`src/rtl/counter_mod.sv`:
```
// Parametrised up/down modulo counter with parallel load, one-shot mode,
// registered overflow/underflow pulses and a done level for timer/event uses.
//
//   state | meaning
//   ------+----------------------------------------------------------
//   RUN   | counting; count_en advances toward/through the terminal
//   DONE  | one-shot run finished; count frozen until clr/load/rst
module counter_mod #(
   parameter int unsigned            WIDTH     = 8,
   parameter logic [WIDTH-1:0]       RESET_VAL = '0
) (
   input  logic             clk,
   input  logic             rst,
   input  logic             count_en,
   input  logic             count_clr,
   input  logic             load,
   input  logic [WIDTH-1:0] load_val,
   input  logic             dir,
   input  logic [WIDTH-1:0] mod_val,
   input  logic             one_shot,
   output logic [WIDTH-1:0] count,
   output logic             overflow,
   output logic             underflow,
   output logic             done
);

   typedef enum logic {
      RUN  = 1'b0,
      DONE = 1'b1
   } state_t;

   state_t           r_state;
   logic [WIDTH-1:0] r_count;
   logic             r_overflow;
   logic             r_underflow;
   logic             r_done;

   logic             w_up_term;
   logic             w_dn_term;
   logic             w_dn_above;

   // >= rather than == so an out-of-range load still terminates going up.
   assign w_up_term  = (r_count >= mod_val);
   assign w_dn_term  = (r_count == '0);
   assign w_dn_above = (r_count > mod_val);

   always_ff @(posedge clk) begin
      if (rst) begin
         r_state     <= RUN;
         r_count     <= RESET_VAL;
         r_overflow  <= 1'b0;
         r_underflow <= 1'b0;
         r_done      <= 1'b0;
      end else begin
         r_overflow  <= 1'b0;
         r_underflow <= 1'b0;
         if (count_clr) begin
            r_count <= '0;
            r_state <= RUN;
            r_done  <= 1'b0;
         end else if (load) begin
            r_count <= load_val;
            r_state <= RUN;
            r_done  <= 1'b0;
         end else if (count_en && (r_state == RUN)) begin
            if (!dir) begin
               if (w_up_term) begin
                  r_overflow <= 1'b1;
                  if (one_shot) begin
                     r_state <= DONE;
                     r_done  <= 1'b1;
                  end else begin
                     r_count <= '0;
                  end
               end else begin
                  r_count <= r_count + 1'b1;
               end
            end else begin
               if (w_dn_term) begin
                  r_underflow <= 1'b1;
                  if (one_shot) begin
                     r_state <= DONE;
                     r_done  <= 1'b1;
                  end else begin
                     r_count <= mod_val;
                  end
               end else if (w_dn_above) begin
                  r_count <= mod_val;
               end else begin
                  r_count <= r_count - 1'b1;
               end
            end
         end
      end
   end

   assign count     = r_count;
   assign overflow  = r_overflow;
   assign underflow = r_underflow;
   assign done      = r_done;

endmodule

```
`config.mk`:
```
export PLATFORM = sky130hd
export DESIGN_NAME = counter_mod
export DESIGN_NICKNAME = d
export VERILOG_FILES = /design/src/rtl/counter_mod.sv
export SDC_FILE = /design/constraint.sdc
export NUM_CORES = 1
export LEC_CHECK = 0
export ABC_CLOCK_PERIOD_IN_PS = 5900
export BUFFER_PORTS_ARGS = -buffer_cell sky130_fd_sc_hd__buf_2
export CAP_MARGIN = 5
export CORE_MARGIN = 3
export CORE_UTILIZATION = 56
export CTS_CLUSTER_SIZE = 12
export DETAILED_ROUTE_END_ITERATION = 12
export PLACE_DENSITY = 0.95
export SETUP_SLACK_MARGIN = 0.15
export SLEW_MARGIN = 30
export SYNTH_ARGS = -nofsm -noshare
export SYNTH_HDL_FRONTEND = slang
export SYNTH_SLANG_ARGS = --single-unit
```
`constraint.sdc`:
```
create_clock -name clk -period 5.9 [get_ports clk]
set_input_delay 0.885 -clock clk [delete_from_list [all_inputs] [get_ports clk]]
set_output_delay 0.885 -clock clk [all_outputs]
set_load 0.01 [all_outputs]
```
==> results.cfg, run 1 <==
[timing]
max_slew_margin_pct = 56.8
fin_ws_ns = 3.17
fin_skew_ns = 0.00210
clock.fmax_mhz = 366
report.final.slew_viol_count = 0
hold_viol_final = 0
fin_tns_setup_ns = 0
period_minus_slack_ns = 2.73
finalSetupViolations = 0
tightest_slew_ns = 0.646
rsz0062_at_grt = false
fin_crit_sh_pct = 46.2

[cells_and_area]
multiInputGateArea_um2 = 862
syn2layout_area_growth_pct = 15.6
register_area_um2 = 240
fillers = 159
final_nets = 213
final_common_cell = buf_2
drive_gt1_share_pct = 27.0
mostFrequentLayoutCells = buf_2, nand2_1, dfxtp_1
antenna_cells = 0

[cts]
insertion_delay_ns = 0.28
clockBufferDepth = 2
cts.sinks = 12
cts_htree_levels = 1
cts_root_buf = clkbuf_4
cts_tree = done
numCtsBuffers = 3
cts-resized-gates = 0
cts_setup_buffers = 0
clkTransAtPathRegs_ns = 0.08
cts-hold-fix-buffers = 0

[logic_synthesis]
synth_area_per_cell_um2 = 8.06
synth_top_area_cell = dfxtp_1
synth_top_area_share_pct = 20.1
syn_area_um2 = 1190
synth_area_leaders = dfxtp_1, ha_1, xnor2_1
syn_inst = 148
syn_nets = 182
synth_edf_count = 0
synthArstFlopShare_pct = 0
synth-main-ff-cell = dfxtp_1
ys_ff_latch = 12
yosysSeqAreaShare_pct = 20.1
ys_warn_count = 0
ys_types = 45

[power_and_ir_drop]
ir_drop_v = 0.000154
pwr-share-comb_pct = 38.5
p_total_w = 0.000265
switchingPower_w = 0.0000991
p_int_w = 0.000166
power_density_nw_per_um2 = 192
switching_share_pct = 37.4
power_frac_seq_pct = 35.5
p_leak_nw = 0.625
clkPwrFrac_pct = 26.0

[global_routing]
antenna_found_initial = 0
grt_pass1_wl_um = 4920
grt-ovfl-total = 0
grt_max_degree = 15
grt_pass1_vias = 1148
grt_usage_pct = 23.9

[status]
status = complete, no violations

[route]
post_drt_via_cell_ratio = 6.20
via_count = 1272
antenna_left = 0
totalWireLength_um = 3190
dr.pass1.iters = 4
drc = 0
avgRoutedWirePerCell_um = 15.6
drt-initial-drc-count = 42

[setup_path]
worstPathRequired_ns = 6.08
cp-end-kind = register
cp_max_fo = 13
startpoint_type = primary input
rr_worst_depth = 8
worstPathArrival_ns = 2.91
path_class = primary input to register

[place]
place_ws_ns = 2.88
io_buffers = 33
place_congestion = 0.863
hpwl_um = 2500

[worst_hold_path]
holdCritPathClass = register to register
hold_depth = 2

[floorplanning]
start_util_pct = 60.2
ios = 34
core-area_um2 = 1980
die_y_um = 52.1
die_area_um2 = 2720
die_w_um = 52.1
std_cell_rows = 16

[run]
drv_cap = 0
==> cell type report <==
type / count / share of cell area (%)
Clock buffer: 4 / 2.63
Inverter: 11 / 2.99
Multi-Input combinational cell: 118 / 62.5
Sequential cell: 12 / 17.4
Tap cell: 27 / 2.45
Timing Repair Buffer: 33 / 12.0
==> power groups by stage <==
stage               sequential, W  combinational [W]  clock [W]
CTS                     0.0000938           0.000101  0.0000676
global route            0.0000950           0.000112  0.0000721
global placement        0.0000952          0.0000950          0
detailed placement      0.0000957           0.000101          0
floorplan               0.0000932          0.0000776          0
finish                  0.0000941           0.000102  0.0000689
==> path summary, 6_finish.rpt <==
path / from / to / slack (ns)
max: mod_val[7] / count[0] / 3.17
min: done / done / 0.49
min reg2reg: done / done / 0.49
max reg2reg: count[0] / count[0] / 3.25
==> kinds of logic (layout without fill, tap and decap cells) <==
group                    Yosys count  after routing  share of synthesized area, %
AND/OR/NAND/NOR                   52             52                          23.6
AO/OA/AOI/OAI                     40             40                          25.7
buffers and inverters             18             48                          7.55
XOR/XNOR                          12             12                          8.82
flip-flops                        12             12                          20.1
adder cells (fa/ha/maj)           11             11                          11.5
multiplexers                       3              3                          2.62
==> critical path, cell delays in order <==
cell and delay (ns):
buf_2 0.08, inv_1 0.05, ha_1 0.32, a21oi_1 0.18, o21ai_2 0.14, o21a_1 0.16
nor3_4 0.46, mux2_1 0.37, a21oi_1 0.19, o31ai_2 0.07
==> per-layer routing <==
metal	GRT usage [%]	part of all wire (%)
met1	30.4	40
met2	41.4	50
met3	2.58	9.0
met4	8.51	1.5
met5	0	0
==> per-stage QoR <==
stage	hold WS [ns]	std cells	cell area [um^2]	util, %
global placement	0.463	201	1340	67.7
global route	0.535	205	1380	69.6
CTS	0.500	205	1380	69.6
floorplan	0.469	148	1190	-
finish	0.489	205	1380	69.6
detailed placement	0.468	201	1340	67.7
==> synth_stat cells (4+ instances only) <==
library cell / count
nand2_1: 15
dfxtp_1: 12
ha_1: 11
inv_1: 11
nor2_1: 9
xnor2_1: 9
a21oi_1: 7
o21ai_0: 6
o221ai_1: 6
nand3_1: 5
o211ai_1: 5
a31oi_1: 4
nor3_1: 4
==> registers in the layout (all words and copies together) (netlist names) <==
register,flops
done,1
underflow,1
r_state,1
count,8
overflow,1
Note: power is estimated with default switching activity, not from simulation.
==> run 2: changes to the inputs <==
ABC_CLOCK_PERIOD_IN_PS = 2250   (was 5900)
CORE_UTILIZATION = 47   (was 56)
PLACE_DENSITY = 0.86   (was 0.95)
clock period = 2.25 ns   (was 5.9 ns; I/O delays follow)
==> run 2 against run 1 <==
  * Wire length grew 21%
  * Worst setup slack worse by 3.0 ns
  * Via count increased by 10%
  * Sequential share of layout area down 3.1 points
  * Core utilization up 4.5 points
  * First-iteration DRC count rose by 52%
  * Register-to-register slack worse by 3.1 ns
  * Final cell count grew 10%
  * Total power increased to 3.1 times the previous value
  * Sequential cell count is the same
==> results.cfg, run 2 (synthesis results as in run 1) <==
[timing]
fin_crit_sh_pct = 94.0
finalSetupViolations = 0
fin_skew_ns = 0.00435
rsz0062_at_grt = true
tightest_slew_ns = 0.690
hold_viol_final = 0
clock.fmax_mhz = 473
max_slew_margin_pct = 53.9
fin_tns_setup_ns = 0
report.final.slew_viol_count = 0
period_minus_slack_ns = 2.12

[cells_and_area]
drive_gt1_share_pct = 46.5
antenna_cells = 0
final_nets = 234
mostFrequentLayoutCells = buf_2, buf_4, nand2_1
final_common_cell = buf_2
syn2layout_area_growth_pct = 44.1
largest_reg_flops = 8
postLayoutCellArea_um2 = 1720

[global_routing]
grt_pass1_wl_um = 5710
grt_usage_pct = 22.8
antenna_found_initial = 0
grt_pass1_vias = 1280
grt-ovfl-total = 0
grt_max_degree = 15

[cts]
clkTransAtPathRegs_ns = 0.07
numCtsBuffers = 3
cts.sinks = 12
cts_htree_levels = 1
cts_root_buf = clkbuf_4
clockBufferDepth = 2
insertion_delay_ns = 0.28
cts_tree = done

[floorplanning]
start_util_pct = 51.4
ios = 34
core-area_um2 = 2320
die_w_um = 56.4
die_area_um2 = 3180
std_cell_rows = 17
die_y_um = 56.4

[power_and_ir_drop]
p_leak_nw = 0.763
switchingPower_w = 0.000306
p_int_w = 0.000510
power_density_nw_per_um2 = 475
ir_drop_v = 0.000494
p_total_w = 0.000816
switching_share_pct = 37.5
power_frac_seq_pct = 28.3
clkPwrFrac_pct = 16.1
pwr-share-comb_pct = 55.5

[setup_path]
cp_max_fo = 3
startpoint_type = register
cp-end-kind = register
worstPathRequired_ns = 2.42
worstPathArrival_ns = 2.28
path_class = register to register

[place]
hpwl_um = 2750
io_buffers = 33
placed_area_um2 = 1460
place_congestion = 1.02

[route]
post_drt_via_cell_ratio = 6.19
totalWireLength_um = 3860
dr.pass1.iters = 4
drt-initial-drc-count = 64
drc = 0
antenna_left = 0
avgRoutedWirePerCell_um = 17.1
via_count = 1399

[worst_hold_path]
holdCritPathClass = primary input to register

[status]
status = complete, no violations

[run]
drv_cap = 0
[run 2: cell types whose count changed in the layout (fill, tap and decap cells not counted), moves of 4 or more]
| cell | previous run | this run |
|---|---|---|
| buf_4 | 0 | 18 |
| a21oi_2 | 0 | 5 |
| a21oi_1 | 7 | 1 |
| dfxtp_2 | 0 | 4 |
| dfxtp_1 | 12 | 8 |
[run 2: path summary, 6_finish.rpt]
kind	cells past startpoint	slack [ns]	end	start
min	3	0.30	count[0]	load_val[0]
min reg2reg	2	0.49	done	done
max reg2reg	9	0.13	count[0]	count[0]
max	9	0.13	count[0]	count[0]
[run 2: metrics by stage]
stage               util [%]  hold WS (ns)  std cells  setup WS, ns
detailed placement      62.9         0.469        215       -0.0988
finish                  74.1         0.302        226         0.135
floorplan                  -         0.469        148         0.152
CTS                     64.4         0.307        218         0.143
global placement        62.9         0.469        215        0.0375
global route            74.1         0.307        226        0.0612
[run 2: power by group through the flow]
stage	sequential [W]	clock [W]	combinational, W
global route	0.000232	0.000144	0.000482
finish	0.000231	0.000132	0.000453
CTS	0.000229	0.000129	0.000334
global placement	0.000233	0	0.000312
detailed placement	0.000234	0	0.000326
floorplan	0.000245	0	0.000204
[run 2: layer usage]
layer  up-vias  GRT usage [%]  share of wire, %
li1        648              -                 -
met1       654           27.6                42
met2        82           38.7                47
met3        15           3.68               8.6
met4         0           10.8               2.8
met5         -              0                 0
[run 2: final cells by class]
type | instances | area [um^2]
Clock buffer | 3 | 22.5
Fill cell | 149 | 601
Inverter | 11 | 41.3
Multi-Input combinational cell | 119 | 1030
Sequential cell | 12 | 245
Tap cell | 28 | 35.0
Timing Repair Buffer | 53 | 345
[run 2: what timing repair did]
action                                 CTS  global route
cloned                                   0             2
hold buffers                             0             0
setup endpoints to repair                7             8
endpoints found under the hold margin    0             0
buffers inserted                         0             6
pin swaps                                2            17
gates resized for setup                  3            29
[run 2: critical path, cell delays in order, from the launching register on]
cell	delay, ns
dfxtp_2	0.34
inv_2	0.04
ha_1	0.27
nand4_1	0.19
o21a_1	0.29
nor3_4	0.20
buf_4	0.16
mux2_4	0.31
a21oi_4	0.12
o31ai_2	0.07
